===== config.mk =====
export PLATFORM = sky130hd
export DESIGN_NAME = mult_acc_collector_flat
export DESIGN_NICKNAME = d
export VERILOG_FILES = /design/src/rtl/mult_acc_if.sv /design/src/rtl/mult_acc_collector.sv /design/src/flat_wrapper.sv
export SDC_FILE = /design/constraint.sdc
export NUM_CORES = 1
export LEC_CHECK = 0
export ABC_AREA = 1
export CORE_ASPECT_RATIO = 0.9
export CORE_MARGIN = 2
export CORE_UTILIZATION = 50
export CTS_BUF_LIST = sky130_fd_sc_hd__clkbuf_8
export DETAILED_ROUTE_END_ITERATION = 6
export PLACE_DENSITY_LB_ADDON = 0.05
export RECOVER_POWER = 100
export SYNTH_ARGS = -nofsm -noshare
export SYNTH_HDL_FRONTEND = slang
export SYNTH_SLANG_ARGS = --single-unit

===== constraint.sdc =====
create_clock -name clk -period 2.1 [get_ports clk]
set_input_delay 0.21 -clock clk [delete_from_list [all_inputs] [get_ports clk]]
set_output_delay 0.21 -clock clk [all_outputs]
set_load 0.03 [all_outputs]

===== src/rtl/mult_acc_if.sv =====
// Product/result bus between the multiplier side and mult_acc_collector.
// master: the producer/consumer environment; slave: the collector.
interface mult_acc_if #(
  parameter int N         = 5,
  parameter int ACC_W     = 2*N+4,
  parameter int BLOCK_LEN = 4
);
  localparam int CW = $clog2(BLOCK_LEN+1);

  logic [N-1:0]     m;
  logic [N-1:0]     r;
  logic             valid;
  logic             clear;
  logic [ACC_W-1:0] acc_out;
  logic [CW-1:0]    acc_count;
  logic             out_valid;
  logic             out_ready;
  logic             overflow;
  logic             drop;

  modport master (
    output m, r, valid, clear, out_ready,
    input  acc_out, acc_count, out_valid, overflow, drop
  );

  modport slave (
    input  m, r, valid, clear, out_ready,
    output acc_out, acc_count, out_valid, overflow, drop
  );
endinterface


===== src/rtl/mult_acc_collector.sv =====
// Accumulates signed 2N-bit products {m, r} from a sequential multiplier and
// presents each BLOCK_LEN-product sum on a valid/ready handshake.
// Optional MULT_ACC_SAT_EN: clamp the accumulator on signed overflow instead
// of wrapping; the overflow flag is set in both builds.
//
// state | meaning
// ACCUM | collecting products of the current block
// HOLD  | block sum presented on acc_out, waiting for out_ready
module mult_acc_collector #(
  parameter int N         = 5,
  parameter int ACC_W     = 2*N+4,
  parameter int BLOCK_LEN = 4
) (
  input  logic        clk,
  input  logic        rst,
  mult_acc_if.slave   bus
);
  localparam int CW = $clog2(BLOCK_LEN+1);
  localparam logic signed [ACC_W-1:0] ACC_MAX = {1'b0, {(ACC_W-1){1'b1}}};
  localparam logic signed [ACC_W-1:0] ACC_MIN = {1'b1, {(ACC_W-1){1'b0}}};

  typedef enum logic {ACCUM, HOLD} state_t;

  state_t                  state_q, state_d;
  logic signed [ACC_W-1:0] acc_q, acc_d;
  logic signed [ACC_W-1:0] acc_out_q, acc_out_d;
  logic [CW-1:0]           cnt_q, cnt_d;
  logic                    out_valid_q, out_valid_d;
  logic                    overflow_q, overflow_d;
  logic                    drop_q, drop_d;

  logic signed [2*N-1:0]   prod;
  logic signed [ACC_W-1:0] p_ext;
  logic signed [ACC_W-1:0] acc_base;
  logic signed [ACC_W-1:0] sum_raw;
  logic signed [ACC_W-1:0] sum_fin;
  logic [CW-1:0]           cnt_base;
  logic [CW-1:0]           cnt_inc;
  logic                    ovf_base;
  logic                    ovf_now;
  logic                    fresh;
  logic                    accept;

  // r carries raw low bits; the sign lives in the top bit of m
  assign prod  = {bus.m, bus.r};
  assign p_ext = ACC_W'(prod);

  // Handshake in HOLD starts a new block, so a same-cycle product adds to zero
  assign fresh    = (state_q == HOLD) && bus.out_ready;
  assign accept   = bus.valid && ((state_q == ACCUM) || bus.out_ready);
  assign acc_base = fresh ? '0 : acc_q;
  assign cnt_base = fresh ? '0 : cnt_q;
  assign ovf_base = fresh ? 1'b0 : overflow_q;
  assign sum_raw  = acc_base + p_ext;
  assign ovf_now  = (acc_base[ACC_W-1] == p_ext[ACC_W-1]) &&
                    (sum_raw[ACC_W-1] != acc_base[ACC_W-1]);
  assign cnt_inc  = cnt_base + CW'(1);

  // Overflow result: clamp toward the operands' sign, or keep the wrapped sum
`ifdef MULT_ACC_SAT_EN
  assign sum_fin = ovf_now ? (acc_base[ACC_W-1] ? ACC_MIN : ACC_MAX) : sum_raw;
`else
  assign sum_fin = sum_raw;
`endif

  // Next-state logic: clear overrides handshake, accept and drop
  always_comb begin
    state_d     = state_q;
    acc_d       = acc_q;
    acc_out_d   = acc_out_q;
    cnt_d       = cnt_q;
    out_valid_d = out_valid_q;
    overflow_d  = overflow_q;
    drop_d      = 1'b0;

    if (bus.clear) begin
      state_d     = ACCUM;
      acc_d       = '0;
      cnt_d       = '0;
      overflow_d  = 1'b0;
      out_valid_d = 1'b0;
    end else begin
      if (fresh) begin
        state_d     = ACCUM;
        out_valid_d = 1'b0;
        acc_d       = '0;
        cnt_d       = '0;
        overflow_d  = 1'b0;
      end
      if (accept) begin
        acc_d      = sum_fin;
        cnt_d      = cnt_inc;
        overflow_d = ovf_base | ovf_now;
        if (cnt_inc == CW'(BLOCK_LEN)) begin
          state_d     = HOLD;
          acc_out_d   = sum_fin;
          out_valid_d = 1'b1;
        end
      end
      if ((state_q == HOLD) && !bus.out_ready && bus.valid) begin
        drop_d = 1'b1;
      end
    end
  end

  // State and registered outputs, synchronous active-low reset
  always_ff @(posedge clk) begin
    if (!rst) begin
      state_q     <= ACCUM;
      acc_q       <= '0;
      acc_out_q   <= '0;
      cnt_q       <= '0;
      out_valid_q <= 1'b0;
      overflow_q  <= 1'b0;
      drop_q      <= 1'b0;
    end else begin
      state_q     <= state_d;
      acc_q       <= acc_d;
      acc_out_q   <= acc_out_d;
      cnt_q       <= cnt_d;
      out_valid_q <= out_valid_d;
      overflow_q  <= overflow_d;
      drop_q      <= drop_d;
    end
  end

  assign bus.acc_out   = acc_out_q;
  assign bus.acc_count = cnt_q;
  assign bus.out_valid = out_valid_q;
  assign bus.overflow  = overflow_q;
  assign bus.drop      = drop_q;
endmodule


===== src/flat_wrapper.sv =====
// flat-port wrapper written by rule: the top's interface ports become plain ports
module mult_acc_collector_flat 
#(
  parameter int N         = 5,
  parameter int ACC_W     = 2*N+4,
  parameter int BLOCK_LEN = 4
)
  (clk, rst, bus_m, bus_r, bus_valid, bus_clear, bus_out_ready, bus_acc_out, bus_acc_count, bus_out_valid, bus_overflow, bus_drop);
  mult_acc_if #(.N(N), .ACC_W(ACC_W), .BLOCK_LEN(BLOCK_LEN)) bus_i ();
  input  logic clk;
  input  logic rst;
  input wire logic [$bits(bus_i.m)-1:0] bus_m;
  input wire logic [$bits(bus_i.r)-1:0] bus_r;
  input wire logic [$bits(bus_i.valid)-1:0] bus_valid;
  input wire logic [$bits(bus_i.clear)-1:0] bus_clear;
  input wire logic [$bits(bus_i.out_ready)-1:0] bus_out_ready;
  output wire logic [$bits(bus_i.acc_out)-1:0] bus_acc_out;
  output wire logic [$bits(bus_i.acc_count)-1:0] bus_acc_count;
  output wire logic [$bits(bus_i.out_valid)-1:0] bus_out_valid;
  output wire logic [$bits(bus_i.overflow)-1:0] bus_overflow;
  output wire logic [$bits(bus_i.drop)-1:0] bus_drop;
  assign bus_i.m = bus_m;
  assign bus_i.r = bus_r;
  assign bus_i.valid = bus_valid;
  assign bus_i.clear = bus_clear;
  assign bus_i.out_ready = bus_out_ready;
  assign bus_acc_out = bus_i.acc_out;
  assign bus_acc_count = bus_i.acc_count;
  assign bus_out_valid = bus_i.out_valid;
  assign bus_overflow = bus_i.overflow;
  assign bus_drop = bus_i.drop;
  mult_acc_collector #(.N(N), .ACC_W(ACC_W), .BLOCK_LEN(BLOCK_LEN)) u_core (.clk(clk), .rst(rst), .bus(bus_i));
endmodule

==> impl_metrics.ini <==
[clocking]
h-tree-depth = 2
clk_latency_ns = 0.28
clock_path_buffers = 2
cts.sinks = 35
cts-buffers-inserted = 5
root_buffer = clkbuf_8
cts_tree = built
clk_pin_slew_worst_paths_ns = 0.07

[placed_design]
dp_hpwl_mm = 4.11
dpl.cell_count = 450
portBuffers = 34
finalWeightedCongestion = 0.911
dpl_cell_area_um2 = 2800

[yosys]
synth_top_family_by_area = simple AND/OR/NAND/NOR gates
synth_compound_area_share_pct = 11.6
synth.avg_cell_area_um2 = 6.61
synth_xor_area_share_pct = 2.38
synthMuxAreaShare_pct = 0
ys_warn_count = 0
ys_seq_elements = 35
synthesis.area_um2 = 2210
ys_seq_area_share_pct = 31.7
syn_nets = 365
synth_simple_gate_area_share_pct = 32.2
synthCells = 334
ys_types = 32
synthAdderAreaFrac_pct = 9.41

[pwr]
power.density_nw_per_um2 = 523
pwr-share-clk_pct = 32.6
swShare_pct = 28.8
p_seq_share_pct = 42.5
combPwrFrac_pct = 24.9
vdd_drop_max_uv = 498
power_leakage_nw = 1.69
power.switching_uw = 465
intPower_mw = 1.15

[cells_and_area]
syn_to_final_growth_pct = 39.9
num_antenna_cells = 0
postLayoutCoreUtil_pct = 74.3
final_common_cell = nand2_1
multi_input_area_um2 = 1410
fillers = 356
design_area_um2 = 3090
drive_gt1_share_pct = 21.6
final-instance-count-excl-fill = 459
num-nets-final = 429
final-seq-area_um2 = 702
final_cell_mix = 65 x nand2_1, 56 x inv_1, 47 x nor2_1, 34 x dfxtp_1, 28 x buf_4

[sta]
fin_crit_ns = 1.99
setup_violations = 0
tightestPinTransition_ns = 0.428
drv_slew = 0
fin_crit_sh_pct = 94.6
relSlewSlack_pct = 71.4
max_freq_mhz = 503
skew_ns = 0.00471
finalHoldViolations = 0

[die]
die-area_um2 = 4960
rows = 22
die_h_um = 67.0
start_util_pct = 53.1
coreArea_um2 = 4160
die_x_um = 74.0
pin_count = 35

[critical_path]
crit_type = flip-flop to flip-flop
arrival_ns = 2.17
rrSetupSlack_ns = 0.11
reg2reg_from = u_core.state_q$_SDFF_PP0_
cp.required_ns = 2.29
cp-start-kind = flip-flop
end_kind = flip-flop
crit_fanout = 3
critPathLaunch = u_core.state_q$_SDFF_PP0_

[drt]
wl_per_cell_um = 12.5
drtIter0Drc = 143
ant_nets = 0
vias = 2228
first_pass_iters = 4
drt_wl_total_mm = 5.74
viasPerCell = 4.85
drc = 0

[global_route]
antenna_found_initial = 0
grt.total_usage_pct = 23.4
grt_pass1_wl_mm = 8.69
first_global_vias = 1891
grt_overflow = 0
grt_max_degree = 21

[min_path]
min-delay-start = bus_out_ready
min_path_type = primary input to flip-flop

[run]
max-cap-violations = 0

[run_status]
outcome = finished, final reports clean
power by group through the flow:
stage                     combinational [mW]  sequential [mW]  clock [mW]
after floorplan                        0.199            0.708           0
after global placement                 0.337            0.701           0
after detailed placement               0.340            0.701           0
after CTS                              0.341            0.686       0.537
after global routing                   0.440            0.687       0.558
final                                  0.402            0.686       0.526
per-stage QoR:
| stage | setup slack [ns] | hold slack [ns] | total power, mW | TNS, ns |
|---|---|---|---|---|
| floorplan | 0.189 | 0.289 | 0.907 | 0 |
| global placement | -0.360 | 0.457 | 1.04 | -7.46 |
| detailed placement | -0.377 | 0.457 | 1.04 | -8.40 |
| CTS | 0.0499 | 0.341 | 1.56 | 0 |
| global route | -0.00726 | 0.343 | 1.69 | -0.00985 |
| finish | 0.114 | 0.318 | 1.61 | 0 |
path summary, 6_finish.rpt:
path,endpoint,cells after the start
min,u_core.bus.drop$_SDFF_PP0_,2
max reg2reg,u_core.acc_q[13]$_SDFF_PP0_,14
max,u_core.acc_q[13]$_SDFF_PP0_,14
min reg2reg,u_core.bus.out_valid$_SDFF_PP0_,2
per-layer routing:
| layer | global-route usage [%] | vias to the layer above | routed length [um] |
|---|---|---|---|
| li1 | - | 1165 | - |
| met1 | 34.1 | 973 | 2790 |
| met2 | 34.4 | 77 | 2490 |
| met3 | 4.99 | 13 | 350 |
| met4 | 6.14 | 0 | 116 |
| met5 | 0 | - | 0 |
cell usage after synthesis (all sizes together):
master  count  area, um^2
inv        62         233
dfxtp      35         701
nor2       55         250
a31oi       1        6.26
o21bai      2        15.0
xor2        5        43.8
nand3b      1        7.51
buf         8        47.5
xnor2       1        8.76
nand4       2        12.5
a21o        2        15.0
o211ai      2        15.0
o21ai      18        90.1
and2        1        8.76
fa          1        20.0
or2         2        12.5
a21oi      22         114
ha         15         188
nand2      74         293
nand3      24         120
nor4        1        6.26
flip-flops by register name, indices dropped and copies added, names as in the netlist:
name                  cells
u_core.bus.out_valid      1
u_core.state_q            1
u_core.bus.acc_count      3
u_core.bus.acc_out       14
u_core.acc_q             14
u_core.bus.drop           1
u_core.bus.overflow       1
layout make-up:
| class | count | share of cell area (%) |
|---|---|---|
| Clock buffer | 7 | 3.12 |
| Clock inverter | 1 | 0.122 |
| Inverter | 62 | 7.62 |
| Multi-Input combinational cell | 229 | 45.6 |
| Sequential cell | 35 | 22.7 |
| Tap cell | 60 | 2.43 |
| Timing Repair Buffer | 65 | 18.4 |
what timing repair did:
| item | CTS | global route |
|---|---|---|
| endpoints found under the setup margin | 18 | 23 |
| gates resized for setup | 1 | 41 |
| pin swaps | 0 | 6 |
| buffers inserted | 0 | 1 |
| hold buffers | 0 | 0 |
logic make-up (layout without fill, tap and decap cells):
family / Yosys count / in the layout
compound gates: 47 / 47
xor+xnor: 6 / 6
fa+ha+maj: 16 / 16
buf+inv: 70 / 135
flops: 35 / 35
simple gates: 160 / 160
critical path: stages (launching register included):
cell     delay, ns
dfxtp_2       0.34
nand2_4       0.07
inv_2         0.05
buf_4         0.14
nor2_2        0.10
ha_1          0.25
or2_1         0.24
nand3_1       0.10
nand2_2       0.11
nand2_2       0.12
nand2_1       0.07
nand2_1       0.10
nand3_2       0.08
nand2_1       0.08
inv_1         0.04
Power figures use the tool's default switching activity.
